`src/rtl/mul_ace_pkg.sv`:
```
// Shared types and constants for the mul_ace sequential multiply responder.
// State encoding, default geometry and the uio pin map used by the tt_um_ wrapper.
package mul_ace_pkg;

  localparam int WIDTH_DEF = 8;
  localparam int TRUNC_DEF = 2;

  // uio bit positions at the tt_um_ top
  localparam int REQ_BIT  = 0;
  localparam int ACK_BIT  = 1;
  localparam int VLD_BIT  = 2;
  localparam int BUSY_BIT = 3;

  typedef enum logic [2:0] {
    LOAD_A = 3'd0,
    LOAD_B = 3'd1,
    MUL    = 3'd2,
    OUT_LO = 3'd3,
    OUT_HI = 3'd4
  } state_e;

endpackage

```
`src/rtl/mul_ace_seq_responder_if.sv`:
```
// Host-side pin bundle of the multiply responder: operand bytes in, product beats out.
// master = host/initiator, slave = responder.
interface mul_ace_seq_responder_if #(
  parameter int WIDTH = 8
);
  logic [WIDTH-1:0] data_in;
  logic             req;
  logic             ack;
  logic [WIDTH-1:0] data_out;
  logic             out_valid;
  logic             busy;

  modport master (output data_in, output req,
                  input ack, input data_out, input out_valid, input busy);
  modport slave  (input data_in, input req,
                  output ack, output data_out, output out_valid, output busy);
endinterface

```
`src/rtl/mul_ace_shift_add.sv`:
```
// WIDTH-step shift-add multiplier: start loads B and clears P, then one partial product per run cycle.
// done is high during the final step; p_fin_lo is the low half P will hold after that step.
module mul_ace_shift_add #(
  parameter int WIDTH = 8
) (
  input  logic               clk,
  input  logic               rst_n,
  input  logic               en,
  input  logic               start,
  input  logic               run,
  input  logic [WIDTH-1:0]   a,
  input  logic [WIDTH-1:0]   b,
  output logic [2*WIDTH-1:0] p,
  output logic [WIDTH-1:0]   p_fin_lo,
  output logic               done
);
  localparam int CNT_W = (WIDTH > 1) ? $clog2(WIDTH) : 1;

  logic [WIDTH-1:0]   b_q,   b_d;
  logic [2*WIDTH-1:0] p_q,   p_d;
  logic [CNT_W-1:0]   cnt_q, cnt_d;

  always_comb begin
    b_d   = b_q;
    p_d   = p_q;
    cnt_d = cnt_q;
    done  = 1'b0;
    if (start) begin
      b_d   = b;
      p_d   = '0;
      cnt_d = '0;
    end else if (run) begin
      if (b_q[0]) begin
        p_d = p_q + ({{WIDTH{1'b0}}, a} << cnt_q);
      end
      b_d   = b_q >> 1;
      cnt_d = cnt_q + 1'b1;
      done  = (cnt_q == CNT_W'(WIDTH - 1));
    end
  end

  always_ff @(posedge clk or negedge rst_n) begin
    if (!rst_n) begin
      b_q   <= '0;
      p_q   <= '0;
      cnt_q <= '0;
    end else if (en) begin
      b_q   <= b_d;
      p_q   <= p_d;
      cnt_q <= cnt_d;
    end
  end

  assign p        = p_q;
  assign p_fin_lo = p_d[WIDTH-1:0];
endmodule

```
`src/rtl/mul_ace_seq_responder.sv`:
```
// 4-phase req/ack responder: capture A, B; shift-add multiply; return product low beat then high beat.
// MUL_ACE_APPROX_EN: operand A captured with its TRUNC low bits forced to zero.
module mul_ace_seq_responder
  import mul_ace_pkg::*;
#(
  parameter int WIDTH = WIDTH_DEF,
  parameter int TRUNC = TRUNC_DEF
) (
  input  logic                   clk,
  input  logic                   rst_n,
  input  logic                   ena,
  mul_ace_seq_responder_if.slave bus
);
  state_e           state_q, state_d;
  logic             req_s1_q, req_s2_q;
  logic             ack_q, ack_d;
  logic             out_valid_q, out_valid_d;
  logic [WIDTH-1:0] data_out_q, data_out_d;
  logic [WIDTH-1:0] op_a_q, op_a_d;
  logic [WIDTH-1:0] a_capt;

  logic               start, run, done, accept;
  logic [2*WIDTH-1:0] p;
  logic [WIDTH-1:0]   p_fin_lo;

`ifdef MUL_ACE_APPROX_EN
  assign a_capt = (bus.data_in >> TRUNC) << TRUNC;
`else
  localparam int unused_trunc = TRUNC;
  assign a_capt = bus.data_in;
`endif

  // A fresh accept requires ack low, so a held req cannot capture twice.
  assign accept = req_s2_q && !ack_q && (state_q != MUL);
  assign run    = (state_q == MUL);

  always_comb begin
    state_d     = state_q;
    ack_d       = ack_q;
    out_valid_d = out_valid_q;
    data_out_d  = data_out_q;
    op_a_d      = op_a_q;
    start       = 1'b0;
    if (!req_s2_q) ack_d = 1'b0;
    case (state_q)
      LOAD_A: if (accept) begin
        ack_d   = 1'b1;
        op_a_d  = a_capt;
        state_d = LOAD_B;
      end
      LOAD_B: if (accept) begin
        ack_d   = 1'b1;
        start   = 1'b1;
        state_d = MUL;
      end
      MUL: if (done) begin
        state_d     = OUT_LO;
        out_valid_d = 1'b1;
        data_out_d  = p_fin_lo;
      end
      OUT_LO: if (accept) begin
        ack_d      = 1'b1;
        data_out_d = p[2*WIDTH-1:WIDTH];
        state_d    = OUT_HI;
      end
      OUT_HI: if (accept) begin
        ack_d       = 1'b1;
        out_valid_d = 1'b0;
        state_d     = LOAD_A;
      end
      default: state_d = LOAD_A;
    endcase
  end

  always_ff @(posedge clk or negedge rst_n) begin
    if (!rst_n) begin
      state_q     <= LOAD_A;
      req_s1_q    <= 1'b0;
      req_s2_q    <= 1'b0;
      ack_q       <= 1'b0;
      out_valid_q <= 1'b0;
      data_out_q  <= '0;
      op_a_q      <= '0;
    end else if (ena) begin
      state_q     <= state_d;
      req_s1_q    <= bus.req;
      req_s2_q    <= req_s1_q;
      ack_q       <= ack_d;
      out_valid_q <= out_valid_d;
      data_out_q  <= data_out_d;
      op_a_q      <= op_a_d;
    end
  end

  mul_ace_shift_add #(.WIDTH(WIDTH)) u_shift_add (
    .clk      (clk),
    .rst_n    (rst_n),
    .en       (ena),
    .start    (start),
    .run      (run),
    .a        (op_a_q),
    .b        (bus.data_in),
    .p        (p),
    .p_fin_lo (p_fin_lo),
    .done     (done)
  );

  assign bus.ack       = ack_q;
  assign bus.out_valid = out_valid_q;
  assign bus.busy      = (state_q == MUL);
  assign bus.data_out  = data_out_q;
endmodule

```
`src/flat_wrapper.sv`:
```
// flat-port wrapper written by rule: the top's interface ports become plain ports
module mul_ace_seq_responder_flat import mul_ace_pkg::*;
#(
  parameter int WIDTH = WIDTH_DEF,
  parameter int TRUNC = TRUNC_DEF
)
  (clk, rst_n, ena, bus_data_in, bus_req, bus_ack, bus_data_out, bus_out_valid, bus_busy);
  mul_ace_seq_responder_if #(.WIDTH(WIDTH)) bus_i ();
  input  logic clk;
  input  logic rst_n;
  input  logic ena;
  input wire logic [$bits(bus_i.data_in)-1:0] bus_data_in;
  input wire logic [$bits(bus_i.req)-1:0] bus_req;
  output wire logic [$bits(bus_i.ack)-1:0] bus_ack;
  output wire logic [$bits(bus_i.data_out)-1:0] bus_data_out;
  output wire logic [$bits(bus_i.out_valid)-1:0] bus_out_valid;
  output wire logic [$bits(bus_i.busy)-1:0] bus_busy;
  assign bus_i.data_in = bus_data_in;
  assign bus_i.req = bus_req;
  assign bus_ack = bus_i.ack;
  assign bus_data_out = bus_i.data_out;
  assign bus_out_valid = bus_i.out_valid;
  assign bus_busy = bus_i.busy;
  mul_ace_seq_responder #(.WIDTH(WIDTH), .TRUNC(TRUNC)) u_core (.clk(clk), .rst_n(rst_n), .ena(ena), .bus(bus_i));
endmodule
```
`config.mk`:
```
export PLATFORM = sky130hd
export DESIGN_NAME = mul_ace_seq_responder_flat
export DESIGN_NICKNAME = d
export VERILOG_FILES = /design/src/rtl/mul_ace_pkg.sv /design/src/rtl/mul_ace_seq_responder_if.sv /design/src/rtl/mul_ace_shift_add.sv /design/src/rtl/mul_ace_seq_responder.sv /design/src/flat_wrapper.sv
export SDC_FILE = /design/constraint.sdc
export NUM_CORES = 1
export LEC_CHECK = 0
export BUFFER_PORTS_ARGS = -buffer_cell sky130_fd_sc_hd__buf_2
export CAP_MARGIN = 10
export CORE_MARGIN = 2
export CORE_UTILIZATION = 50
export DETAILED_ROUTE_END_ITERATION = 7
export HOLD_SLACK_MARGIN = 0.1
export PLACE_DENSITY = 0.76
export SLEW_MARGIN = 20
export SYNTH_ARGS = -nofsm -noshare
export SYNTH_HDL_FRONTEND = slang
export SYNTH_SLANG_ARGS = --single-unit
```
`constraint.sdc`:
```
create_clock -name clk -period 2.8 [get_ports clk]
set_input_delay 0 -clock clk [delete_from_list [all_inputs] [get_ports clk]]
set_output_delay 0 -clock clk [all_outputs]
set_load 0.01 [all_outputs]
```
==> flow_summary_export.csv <==
group,metric,value,unit
outcome,status,"finished clean",
route,ant_nets,0,
timing,finalCritPeriodShare,97.8,%
power_and_ir_drop,power_density,1060,nW/um2
synthesis,synthMuxAreaShare,8.43,%
timing,hold_viol_final,0,
synthesis,async_reset_ff_share,100,%
cells_and_area,final_cell_mix,"54 x nand2_1, 49 x dfrtp_1, 29 x o21ai_0",
clock_tree,clkSlewWorstSetupHoldPaths,0.10,ns
route,drt_iter0_markers,164,
timing,rsz0062_at_grt,"true",
global_routing,grt.overflow.total,0,
route,wl_per_cell,15.9,um
route,dr_total_vias,2817,
global_routing,antenna_found_initial,0,
cells_and_area,layout-drive-gt1-share,24.2,%
cells_and_area,fin_area,3890,um2
cells_and_area,final_common_cell,"nand2_1",
clock_tree,clock_latency,0.31,ns
die,core,6310,um2
synthesis,synth-xor-area-share,2.69,%
die,die-area,7160,um2
route,viasPerCell,5.89,
clock_tree,cts-root-buf,"clkbuf_8",
power_and_ir_drop,pwr-share-clk,15.1,%
global_routing,grt_max_degree,33,
clock_tree,clk_path_buf_depth,2,
setup_path,crit_slowest_cell,"dfrtp_2",
timing,fmax,365,MHz
power_and_ir_drop,p_int,2.43,mW
timing,fin_setup_tns,0,ns
clock_tree,cts_made_buffers,5,
setup_path,reg2reg_depth,12,
cells_and_area,diodes,0,
setup_path,required,2.98,ns
power_and_ir_drop,switching_share,40.9,%
min_path,hp-class,"input pin to asynchronous set/reset pin",
route,wl,7.58,mm
timing,post-route-min-period,2.74,ns
flow_run,drv_cap,0,
synthesis,ys.flop_type,"dfrtp_1",
synthesis,yosys.area_share.simple,16.8,%
synthesis,ys_types,60,
synthesis,synth_fa_ha_area_share,7.16,%
place,io_buffer_count,22,
setup_path,crit_top_cell,"buf_4",
route,met3_length,261,um
place,placed_area,3540,um2
synthesis,syn_area,3250,um2
power_and_ir_drop,p_seq_share,30.4,%
synthesis,synth_top_area_share,38.5,%
setup_path,max_stage_delay,0.44,ns
timing,worst_slew_pin_slew,0.715,ns
global_routing,grt_pass1_wl,12.5,mm
synthesis,seq_area_frac_synth,38.5,%
die,initial_core_util,51.5,%
route,wl_met2,3.76,mm
cells_and_area,final_nets,430,
die,fp.dieH,84.6,um
timing,slew_violations,0,
clock_tree,cts_sinks,50,
synthesis,syn_nets,381,
timing,finClkSkew,0.0128,ns
clock_tree,cts_tree,"built",
die,fp.dieW,84.6,um
synthesis,synth_warnings,0,
route,wl_met1,3.46,mm
cells_and_area,fill_cells,536,
route,first_pass_iters,4,
place,dp_hpwl,5.43,mm
synthesis,synth-seq-cells,50,
synthesis,synthTopCellsByArea,"dfrtp_1 38%, ha_1 6.5%, nand2_1 6.2%",
place,globalplace.congestion,0.929,
synthesis,synth_top_family_by_area,"compound AO/OA/AOI/OAI gates",
setup_path,critPathLaunchType,"register",
synthesis,syn_avg_cell_area,9.26,um2
setup_path,crit_type,"register to register",
timing,final-setup-viol-count,0,
power_and_ir_drop,peakVddDrop,0.640,mV
setup_path,end_kind,"register",
route,drc_errors,0,
synthesis,yosysTopAreaCell,"dfrtp_1",
power_and_ir_drop,cellLeakagePower,1.82,nW
global_routing,grt_pass1_vias,2675,
die,ios,23,
cells_and_area,area_growth,19.6,%
setup_path,cp.arrival,2.92,ns
power_and_ir_drop,switchingPower,1.68,mW
setup_path,crit_fanout,4,
setup_path,cp_cell_sequence,"buf_4 > mux2i_2 > mux2i_1 > and2_1 > ha_1 > o211a_1 > o31ai_4 > a31oi_1 > buf_4 > a311oi_2 > xor2_1 > o21ai_1",
synthesis,synth-edff-count,0,
die,rows,29,
power_and_ir_drop,comb_power_share,54.5,%
route,highest_layer,"met4",
synthesis,synth_compound_area_share,22.4,%
synthesis,syn_inst,351,
clock_tree,cts-htree-levels,2,
timing,relSlewSlack,52.3,%
global_routing,grt_usage,21.6,%
cells in the mapped netlist, drive strengths merged, types with 2 or more instances:
master / n
a211o: 2
a211oi: 3
a21o: 4
a21oi: 16
a221oi: 5
a22o: 5
a22oi: 2
a31oi: 5
a32o: 3
and2: 5
and2b: 2
and3: 2
buf: 7
clkbuf: 8
dfrtp: 50
ha: 17
inv: 13
mux2: 11
mux2i: 15
nand2: 55
nand3: 8
nor2: 19
nor2b: 4
nor3: 6
nor3b: 2
o211ai: 3
o21a: 5
o21ai: 38
o22ai: 5
o31ai: 10
or3: 2
xnor2: 3
xor2: 7
metal layers:
metal	track usage, %	vias up
met5	0	-
met4	6.20	0
met3	3.24	11
met2	36.2	57
met1	29.1	1370
li1	-	1379
stage by stage:
| stage | util [%] | std cells | power [mW] | setup WS (ns) | hold slack [ns] |
|---|---|---|---|---|---|
| floorplan | - | 351 | 2.65 | 0.204 | -0.296 |
| global placement | 56.1 | 457 | 3.22 | -0.0412 | 0.0868 |
| detailed placement | 56.1 | 457 | 3.30 | -0.0170 | 0.0951 |
| CTS | 60.2 | 476 | 3.96 | 0.0378 | 0.301 |
| global route | 61.6 | 478 | 4.43 | -0.0768 | 0.364 |
| finish | 61.6 | 478 | 4.11 | 0.0626 | 0.267 |
layout make-up:
cell class | count | area (um2) | share of cell area, %
Multi-Input combinational cell | 273 | 1950 | 50.0
Sequential cell | 50 | 1250 | 32.2
Timing Repair Buffer | 57 | 404 | 10.4
Tap cell | 77 | 96.3 | 2.48
Clock buffer | 6 | 82.6 | 2.12
Clock inverter | 2 | 60.1 | 1.54
Inverter | 13 | 48.8 | 1.25
what timing repair did:
action / CTS / global route
setup buffers: 0 / 3
resized for setup: 2 / 23
hold buffers: 11 / 0
endpoints found under the setup margin: 3 / 7
hold endpoints to repair: 50 / 0
pin swaps: 0 / 8
worst paths after layout:
| check | slack, ns | startpoint | to |
|---|---|---|---|
| min reg2reg | 0.47 | u_core.bus.data_out[1] | u_core.bus.data_out[1] |
| min | 0.27 | rst_n | u_core.bus.data_out[2] |
| max | 0.06 | u_core.u_shift_add.cnt_q[0] | u_core.u_shift_add.p[12] |
| max in group asynchronous | 1.81 | rst_n | u_core.u_shift_add.p[13] |
| min in group clk | 0.46 | bus_data_in[1] | u_core.op_a_q[1] |
| max reg2reg | 0.06 | u_core.u_shift_add.cnt_q[0] | u_core.u_shift_add.p[12] |
registers in the layout (all words and copies together), names as in the netlist:
name,flops
u_core.u_shift_add.p,16
u_core.u_shift_add.b_q,8
u_core.u_shift_add.cnt_q,3
u_core.state_q,3
u_core.op_a_q,8
u_core.bus.ack,1
u_core.req_s1_q,1
u_core.req_s2_q,1
u_core.bus.data_out,8
u_core.bus.out_valid,1
power by group through the flow:
stage,logic (mW),clock network [mW],registers [mW]
after floorplan,1.49,0,1.16
after global placement,1.98,0,1.24
after detailed placement,2.04,0,1.26
after CTS,2.09,0.633,1.24
after global routing,2.49,0.660,1.29
final,2.24,0.622,1.25
worst max-delay path: cells and delay by family, from the launching register on:
kind                     cells  cell delay [ns]
AO/OA/AOI/OAI                5             0.82
XOR/XNOR                     1             0.17
adder cells (fa/ha/maj)      1             0.32
buffers and inverters        2             0.32
flip-flops                   1             0.44
multiplexers                 2             0.35
AND/OR/NAND/NOR              1             0.18
cell families (layout without fill, tap and decap cells):
group	count (synthesis)	count (layout)
XOR/XNOR	10	10
flip-flops	50	50
AND/OR/NAND/NOR	109	109
buffers and inverters	28	78
multiplexers	26	26
AO/OA/AOI/OAI	110	110
adder cells (fa/ha/maj)	18	18
No activity file was read; power rests on OpenSTA's default activity.
